<file path="src/rtl/lcd_pkg.sv">
// Shared types, constants and DDRAM address helpers for the LCD bus receiver.
package lcd_pkg;

    typedef enum logic [1:0] {
        INIT8,
        HI,
        LO
    } lcd_state_e;

    localparam logic [7:0] CMD_CLEAR  = 8'h01;
    localparam logic [7:0] CMD_HOME   = 8'h02;
    localparam logic [7:0] CMD_FSET4  = 8'h20;
    localparam logic [6:0] LINE1_END  = 7'h27;
    localparam logic [6:0] LINE2_BASE = 7'h40;
    localparam logic [6:0] LINE2_END  = 7'h67;

    // Addresses wrap line 1 -> line 2 -> line 1 in both directions.
    function automatic logic [6:0] lcd_addr_step(
        input logic [6:0] addr,
        input logic       inc
    );
        logic [6:0] r;
        if (inc) begin
            if (addr == LINE1_END)
                r = LINE2_BASE;
            else if (addr == LINE2_END)
                r = 7'h00;
            else
                r = addr + 7'd1;
        end else begin
            if (addr == 7'h00)
                r = LINE2_END;
            else if (addr == LINE2_BASE)
                r = LINE1_END;
            else
                r = addr - 7'd1;
        end
        return r;
    endfunction

    function automatic logic [6:0] lcd_addr_legal(
        input logic [6:0] addr
    );
        logic [6:0] r;
        if (addr > LINE1_END && addr < LINE2_BASE)
            r = LINE2_BASE;
        else if (addr > LINE2_END)
            r = 7'h00;
        else
            r = addr;
        return r;
    endfunction

endpackage

</file>
<file path="src/rtl/lcd_e_edge.sv">
// Bus synchroniser, E glitch filter and valid-fall detector.
// Emits the RS/DATA that were on the bus just before a qualified E fall.
module lcd_e_edge #(
    parameter int SYNC_STAGES = 2,
    parameter int MIN_E_HIGH  = 2
) (
    input  logic       i_clk,
    input  logic       i_rst,
    input  logic       i_rs,
    input  logic       i_e,
    input  logic [3:0] i_data,
    output logic       o_fall,
    output logic       o_rs,
    output logic [3:0] o_nib
);

    localparam int CW = $clog2(MIN_E_HIGH + 1);
    localparam logic [CW-1:0] MAXC = CW'(MIN_E_HIGH);

    logic [SYNC_STAGES-1:0][5:0] r_sync;
    logic [CW-1:0]               r_cnt;
    logic                        r_e_d;
    logic                        r_rs_d;
    logic [3:0]                  r_data_d;
    logic [5:0]                  w_s;
    logic                        w_e;

    assign w_s = r_sync[SYNC_STAGES-1];
    assign w_e = w_s[4];

    always_ff @(posedge i_clk) begin
        if (i_rst) begin
            r_sync <= '0;
        end else begin
            r_sync <= {r_sync[SYNC_STAGES-2:0], {i_rs, i_e, i_data}};
        end
    end

    // Count consecutive high samples, saturating at the filter length.
    always_ff @(posedge i_clk) begin
        if (i_rst) begin
            r_cnt    <= '0;
            r_e_d    <= 1'b0;
            r_rs_d   <= 1'b0;
            r_data_d <= 4'h0;
        end else begin
            if (!w_e)
                r_cnt <= '0;
            else if (r_cnt != MAXC)
                r_cnt <= r_cnt + 1'b1;
            r_e_d    <= w_e;
            r_rs_d   <= w_s[5];
            r_data_d <= w_s[3:0];
        end
    end

    assign o_fall = r_e_d & ~w_e & (r_cnt == MAXC);
    assign o_rs   = r_rs_d;
    assign o_nib  = r_data_d;

endmodule

</file>
<file path="src/rtl/lcd_bus_receiver.sv">
// Responder end of the 4-bit LCD bus: init tracking, byte assembly,
// command/char dispatch and a mirror of the DDRAM address counter.
module lcd_bus_receiver
    import lcd_pkg::*;
#(
    parameter int SYNC_STAGES = 2,
    parameter int MIN_E_HIGH  = 2
) (
    input  logic       Clk,
    input  logic       Rst,
    input  logic       LCD_RS,
    input  logic       LCD_E,
    input  logic [3:0] LCD_DATA,
    output logic       mode4,
    output logic       cmd_valid,
    output logic [7:0] cmd_code,
    output logic       char_valid,
    output logic [7:0] char_code,
    output logic [6:0] char_addr,
    output logic       proto_err
);

    logic       w_fall;
    logic       w_rs;
    logic [3:0] w_nib;

    lcd_e_edge #(
        .SYNC_STAGES(SYNC_STAGES),
        .MIN_E_HIGH (MIN_E_HIGH)
    ) u_edge (
        .i_clk (Clk),
        .i_rst (Rst),
        .i_rs  (LCD_RS),
        .i_e   (LCD_E),
        .i_data(LCD_DATA),
        .o_fall(w_fall),
        .o_rs  (w_rs),
        .o_nib (w_nib)
    );

    lcd_state_e r_state;
    lcd_state_e w_state_nxt;
    logic [3:0] r_hi;
    logic       r_rs_hi;
    logic [6:0] r_addr;
    logic       r_inc;
    logic       r_mode4;
    logic       r_cmd_valid;
    logic [7:0] r_cmd_code;
    logic       r_char_valid;
    logic [7:0] r_char_code;
    logic [6:0] r_char_addr;
    logic       r_proto_err;

    logic [7:0] w_byte;
    logic       w_pair_ok;
    logic       w_init_go;
    logic       w_fset8;
    logic       w_dispatch;
    logic       w_cmd_stb;
    logic       w_char_stb;
    logic       w_perr_stb;
    logic [7:0] w_cmd_nxt;
    logic [7:0] w_char_nxt;
    logic [6:0] w_caddr_nxt;
    logic [6:0] w_addr_nxt;
    logic       w_inc_nxt;
    logic       w_mode4_nxt;

    assign w_byte     = {r_hi, w_nib};
    assign w_pair_ok  = (w_rs == r_rs_hi);
    assign w_init_go  = w_fall & ~w_rs & (w_nib == 4'h2);
    assign w_fset8    = (w_byte[7:5] == 3'b001) & w_byte[4];
    assign w_dispatch = (r_state == LO) & w_fall & w_pair_ok;

    always_ff @(posedge Clk) begin
        if (Rst)
            r_state <= INIT8;
        else
            r_state <= w_state_nxt;
    end

    always_comb begin
        w_state_nxt = r_state;
        unique case (r_state)
            INIT8:   if (w_init_go) w_state_nxt = HI;
            HI:      if (w_fall) w_state_nxt = LO;
            LO: begin
                if (w_fall)
                    w_state_nxt = (w_pair_ok & ~w_rs & w_fset8) ? INIT8 : HI;
            end
            default: w_state_nxt = INIT8;
        endcase
    end

    always_comb begin
        w_cmd_stb   = 1'b0;
        w_char_stb  = 1'b0;
        w_perr_stb  = 1'b0;
        w_cmd_nxt   = r_cmd_code;
        w_char_nxt  = r_char_code;
        w_caddr_nxt = r_char_addr;
        w_addr_nxt  = r_addr;
        w_inc_nxt   = r_inc;
        w_mode4_nxt = r_mode4;
        if (r_state == INIT8 && w_init_go) begin
            w_cmd_stb   = 1'b1;
            w_cmd_nxt   = CMD_FSET4;
            w_mode4_nxt = 1'b1;
        end else if (r_state == LO && w_fall && !w_pair_ok) begin
            w_perr_stb = 1'b1;
        end else if (w_dispatch && w_rs) begin
            w_char_stb  = 1'b1;
            w_char_nxt  = w_byte;
            w_caddr_nxt = r_addr;
            w_addr_nxt  = lcd_addr_step(r_addr, r_inc);
        end else if (w_dispatch) begin
            w_cmd_stb = 1'b1;
            w_cmd_nxt = w_byte;
            unique case (1'b1)
                w_byte[7]:
                    w_addr_nxt = lcd_addr_legal(w_byte[6:0]);
                w_byte[7:5] == 3'b001:
                    if (w_byte[4]) w_mode4_nxt = 1'b0;
                w_byte[7:2] == 6'b000001:
                    w_inc_nxt = w_byte[1];
                w_byte[7:1] == CMD_HOME[7:1]:
                    w_addr_nxt = 7'h00;
                w_byte == CMD_CLEAR: begin
                    w_addr_nxt = 7'h00;
                    w_inc_nxt  = 1'b1;
                end
                default: ;
            endcase
        end
    end

    always_ff @(posedge Clk) begin
        if (Rst) begin
            r_hi         <= 4'h0;
            r_rs_hi      <= 1'b0;
            r_addr       <= 7'h00;
            r_inc        <= 1'b1;
            r_mode4      <= 1'b0;
            r_cmd_valid  <= 1'b0;
            r_cmd_code   <= 8'h00;
            r_char_valid <= 1'b0;
            r_char_code  <= 8'h00;
            r_char_addr  <= 7'h00;
            r_proto_err  <= 1'b0;
        end else begin
            if (r_state == HI && w_fall) begin
                r_hi    <= w_nib;
                r_rs_hi <= w_rs;
            end
            r_addr       <= w_addr_nxt;
            r_inc        <= w_inc_nxt;
            r_mode4      <= w_mode4_nxt;
            r_cmd_valid  <= w_cmd_stb;
            r_cmd_code   <= w_cmd_nxt;
            r_char_valid <= w_char_stb;
            r_char_code  <= w_char_nxt;
            r_char_addr  <= w_caddr_nxt;
            r_proto_err  <= w_perr_stb;
        end
    end

    assign mode4      = r_mode4;
    assign cmd_valid  = r_cmd_valid;
    assign cmd_code   = r_cmd_code;
    assign char_valid = r_char_valid;
    assign char_code  = r_char_code;
    assign char_addr  = r_char_addr;
    assign proto_err  = r_proto_err;

endmodule

</file>
<file path="config.mk">
export PLATFORM = sky130hd
export DESIGN_NAME = lcd_bus_receiver
export DESIGN_NICKNAME = d
export VERILOG_FILES = /design/src/rtl/lcd_pkg.sv /design/src/rtl/lcd_e_edge.sv /design/src/rtl/lcd_bus_receiver.sv
export SDC_FILE = /design/constraint.sdc
export NUM_CORES = 1
export LEC_CHECK = 0
export CAP_MARGIN = 10
export CORE_MARGIN = 5
export CORE_UTILIZATION = 40
export DETAILED_ROUTE_END_ITERATION = 8
export REMOVE_ABC_BUFFERS = 1
export SLEW_MARGIN = 5
export SYNTH_ARGS = -nofsm -noshare
export SYNTH_HDL_FRONTEND = slang
export SYNTH_SLANG_ARGS = --single-unit
</file>
<file path="constraint.sdc">
create_clock -name Clk -period 4.5 [get_ports Clk]
set_input_delay 1.125 -clock Clk [delete_from_list [all_inputs] [get_ports Clk]]
set_output_delay 1.125 -clock Clk [all_outputs]
set_load 0.01 [all_outputs]
</file>
==> results.md <==
- Die W: between 90 and 100 um
- Starting Density: about 42%
- Power share of the clock group: ~50%
- EDFF count, synth: 0
- Setup crit start kind: flop
- Cts hold-fix bufs: 0
- Setup slack, reg-to-reg: between 1.5 and 2 ns
- Max IR drop VDD: about 0.23 mV
- Clk_lat worst skew: ~0.33 ns
- Critical R2R Launch: u_edge.o_rs
- Postcts setup bufs: 0
- Final setup viols: 0
- DRT antenna net count: 0
- Crit-path cells: inv_1, ha_1, nor3b_1, nand3_1, a221oi_1, a31oi_1, a211oi_1
- Die Y: about 92 um
- Num rows: 29
- CTS tree: built
- Hold Crit Start: u_edge.r_sync[5]
- Post-synthesis cell type count: 47
- Crit path kind: flop to flop
- Post-CTS sizing: 0
- Routability cong.: approximately 0.85
- Register area share after synthesis: about 47%
- Core Area: 6422 um2
- R2R cell count: 7
- Syn Inst Count: 304
- Number of global-route vias before repair: roughly 2k
- Min-Delay Path Class: flop to flop
- Crit. End Element: flop
- CP delay by family, top: simple AND/OR/NAND/NOR gates
- Drc violations: 0
- Routed len/inst: between 10 and 15 um
- CTS Buf Count: 9
- Post-Syn Area: 2666 um2
- Dpl cell area: 2987 um2
- Tcrit/Tclk final: between 60 and 70%
- Port buffer count: 34
- Number of vias per cell: 5.278
- Critical R2R Capture: r_addr[4]
- Reg power frac: 48.4%
- P_leak: 1.208 nW
- Hold depth: 1
- Ys async rst share: 0%
- Count leader, synth: dfxtp_1
- Clock Sinks: 62
- H-tree depth: 3
- Warnings from Yosys: 0
- Rel. slew slack: about half
- Final instance area: ~3200 um2
- CP max FO: 20
- FMAX: around 0.35 GHz
- Syn_area_per_cell: 8.771 um2
- HPWL Detailed: between 3000 and 4000 um
- Int Power: about 0.00093 W
- Area of the die: between 8000 and 9000 um2
- Post-Route Skew: 0.005614 ns
- Nets: 338
- Overall routed net length: ~5700 um
- WP data required: about 4.8 ns
- Arrival @ worst endpoint: roughly 3.1 ns
- Worst hold slack: about 0.43 ns
- Area leader, netlist: dfxtp_1
- Layout area overhead: 20.88%
- Hold Path Sink: u_edge.w_s[5]
- Worst path bufs/invs: 1
- First-pass GRT wire length: about 9900 um
- Antenna diodes: 0
- Sw Share: between 10% and 20%
- Slew Limit Fails: 0
- Slowest stage delay, CP: 0.64 ns
- 1st-iter DRT viols: approximately 100
- Max-cap viol count: 0
- Worst-case clock buffer depth: 2
- Final hold violation count: 0
- Yosys top cell area share: between 40 and 50%
- Pin count of the biggest net entering global routing: 32
- Status: complete, no violations
- Synth top cells by count: dfxtp_1, nand2_1, nor2_1, a21oi_1, nor2b_1
- Unrepaired setup endpoints after global routing: false
- Period minus WS final: around 2.9 ns
- Worst Tran Pin Value: 0.7509 ns
- GRT Resource Usage Total: around 15%
- Via count: ~2.1k
- Register bit total from synthesis: 62
- Initial antenna violation count: 0
- Pwr dens: roughly 360 nW/um2
- Ports: 35
- CP max-delay cell: nand3_1
- Synth area leaders: dfxtp_1, nand2_1, mux2i_1
- First drt pass iteration count: 4
- Setup TNS: 0 ns
- Layout cells sized above 1: 8.788%
- Comb pwr share: between 2 and 2.5%
- Clock Tree Root: clkbuf_8
- Main synth FF type: dfxtp_1
- Total grt overflow: 0
- Switching pwr: about 0.00023 W
- Reg clk slew, reported paths: ~0.070 ns
## registers in the layout (all words and copies together) (netlist names)
signal and cells:
char_addr 7, char_code 8, char_valid 1, cmd_code 8, cmd_valid 1, mode4 1, proto_err 1, r_addr 7
r_hi 4, r_inc 1, r_rs_hi 1, r_state 2, u_edge.o_nib 4, u_edge.o_rs 1, u_edge.r_cnt 2, u_edge.r_e_d 1
u_edge.r_sync 6, u_edge.w_s 6
## worst register-to-register path, delay by kind of cell (launching register included)
family                   cells  cell delay, ns
AO/OA/AOI/OAI                3            0.81
adder cells (fa/ha/maj)      1            0.29
AND/OR/NAND/NOR              2            1.09
buffers and inverters        1            0.11
flip-flops                   1            0.52
## metrics by stage
stage / cells / setup slack, ns / total power (W) / util [%]
after floorplan: 279 / 2.075 / 0.0005811 / -
after global placement: 391 / 1.763 / 0.0005967 / 46.50
after detailed placement: 391 / 1.612 / 0.0005974 / 46.50
after CTS: 407 / 1.576 / 0.001176 / 50.19
after global routing: 407 / 1.351 / 0.001205 / 50.19
final: 407 / 1.603 / 0.001158 / 50.19
## power by group through the flow
stage                logic, W  registers (W)  clock network [W]
floorplan           0.0000106       0.000570                  0
global placement    0.0000247       0.000572                  0
detailed placement  0.0000252       0.000572                  0
CTS                 0.0000252       0.000560           0.000591
global route        0.0000280       0.000560           0.000617
finish              0.0000247       0.000560           0.000573
## layer usage
metal / vias to the layer above / global-route usage [%] / part of all wire, %
met4: 0 / 7.789 / 1.8
met2: 41 / 21.61 / 46
met3: 10 / 3.928 / 4.1
met5: - / 0 / 0
li1: 1086 / - / -
met1: 1011 / 19.48 / 48
## kinds of logic (layout without fill, tap and decap cells)
kind of cell / count (synthesis) / after routing / share of synthesized area, %
buffers and inverters: 36 / 62 / 6.006
adders and majority gates: 5 / 5 / 2.346
and+or+nand+nor: 123 / 123 / 23.70
muxes: 13 / 13 / 4.880
DFF: 62 / 62 / 46.55
xor gates and xnor gates: 7 / 7 / 2.299
AOI/OAI and AO/OA: 58 / 58 / 14.22
## how the worst max path moves through the flow
stage / startpoint / to / slack (ns) / cells past startpoint
floorplan: u_edge.o_rs / r_inc / 2.08 / 7
global placement: u_edge.o_rs / r_addr[4] / 1.76 / 7
detailed placement: u_edge.o_rs / r_addr[4] / 1.61 / 7
CTS: u_edge.o_rs / r_addr[4] / 1.58 / 7
global route: u_edge.o_rs / r_addr[4] / 1.35 / 7
finish: u_edge.o_rs / r_addr[4] / 1.60 / 7
## layout by cell type, fill, tap and decap left out, types with 3 or more instances in the layout
| cell | n |
|---|---|
| a211oi_1 | 4 |
| a21oi_1 | 24 |
| a311oi_1 | 3 |
| a31oi_1 | 5 |
| and3_1 | 5 |
| bufinv_16 | 3 |
| clkbuf_8 | 9 |
| clkdlybuf4s50_1 | 33 |
| clkinv_2 | 3 |
| dfxtp_1 | 62 |
| ha_1 | 5 |
| inv_1 | 11 |
| mux2i_1 | 13 |
| nand2_1 | 36 |
| nand2b_1 | 3 |
| nand3_1 | 9 |
| nor2_1 | 30 |
| nor2b_1 | 17 |
| nor3_1 | 3 |
| nor4_1 | 3 |
| o21ai_0 | 8 |
| xnor2_1 | 4 |
| xor2_1 | 3 |
## cell type report
cell class / instances / area (um2)
clock buffers: 9 / 123.9
clock inverters: 7 / 112.6
fillers: 615 / 3199
inverters: 11 / 41.29
multi-input cells: 206 / 1265
flip-flops and latches: 62 / 1241
well taps: 77 / 96.34
repair buffers: 35 / 342.8
(Power assumes the default switching activity.)
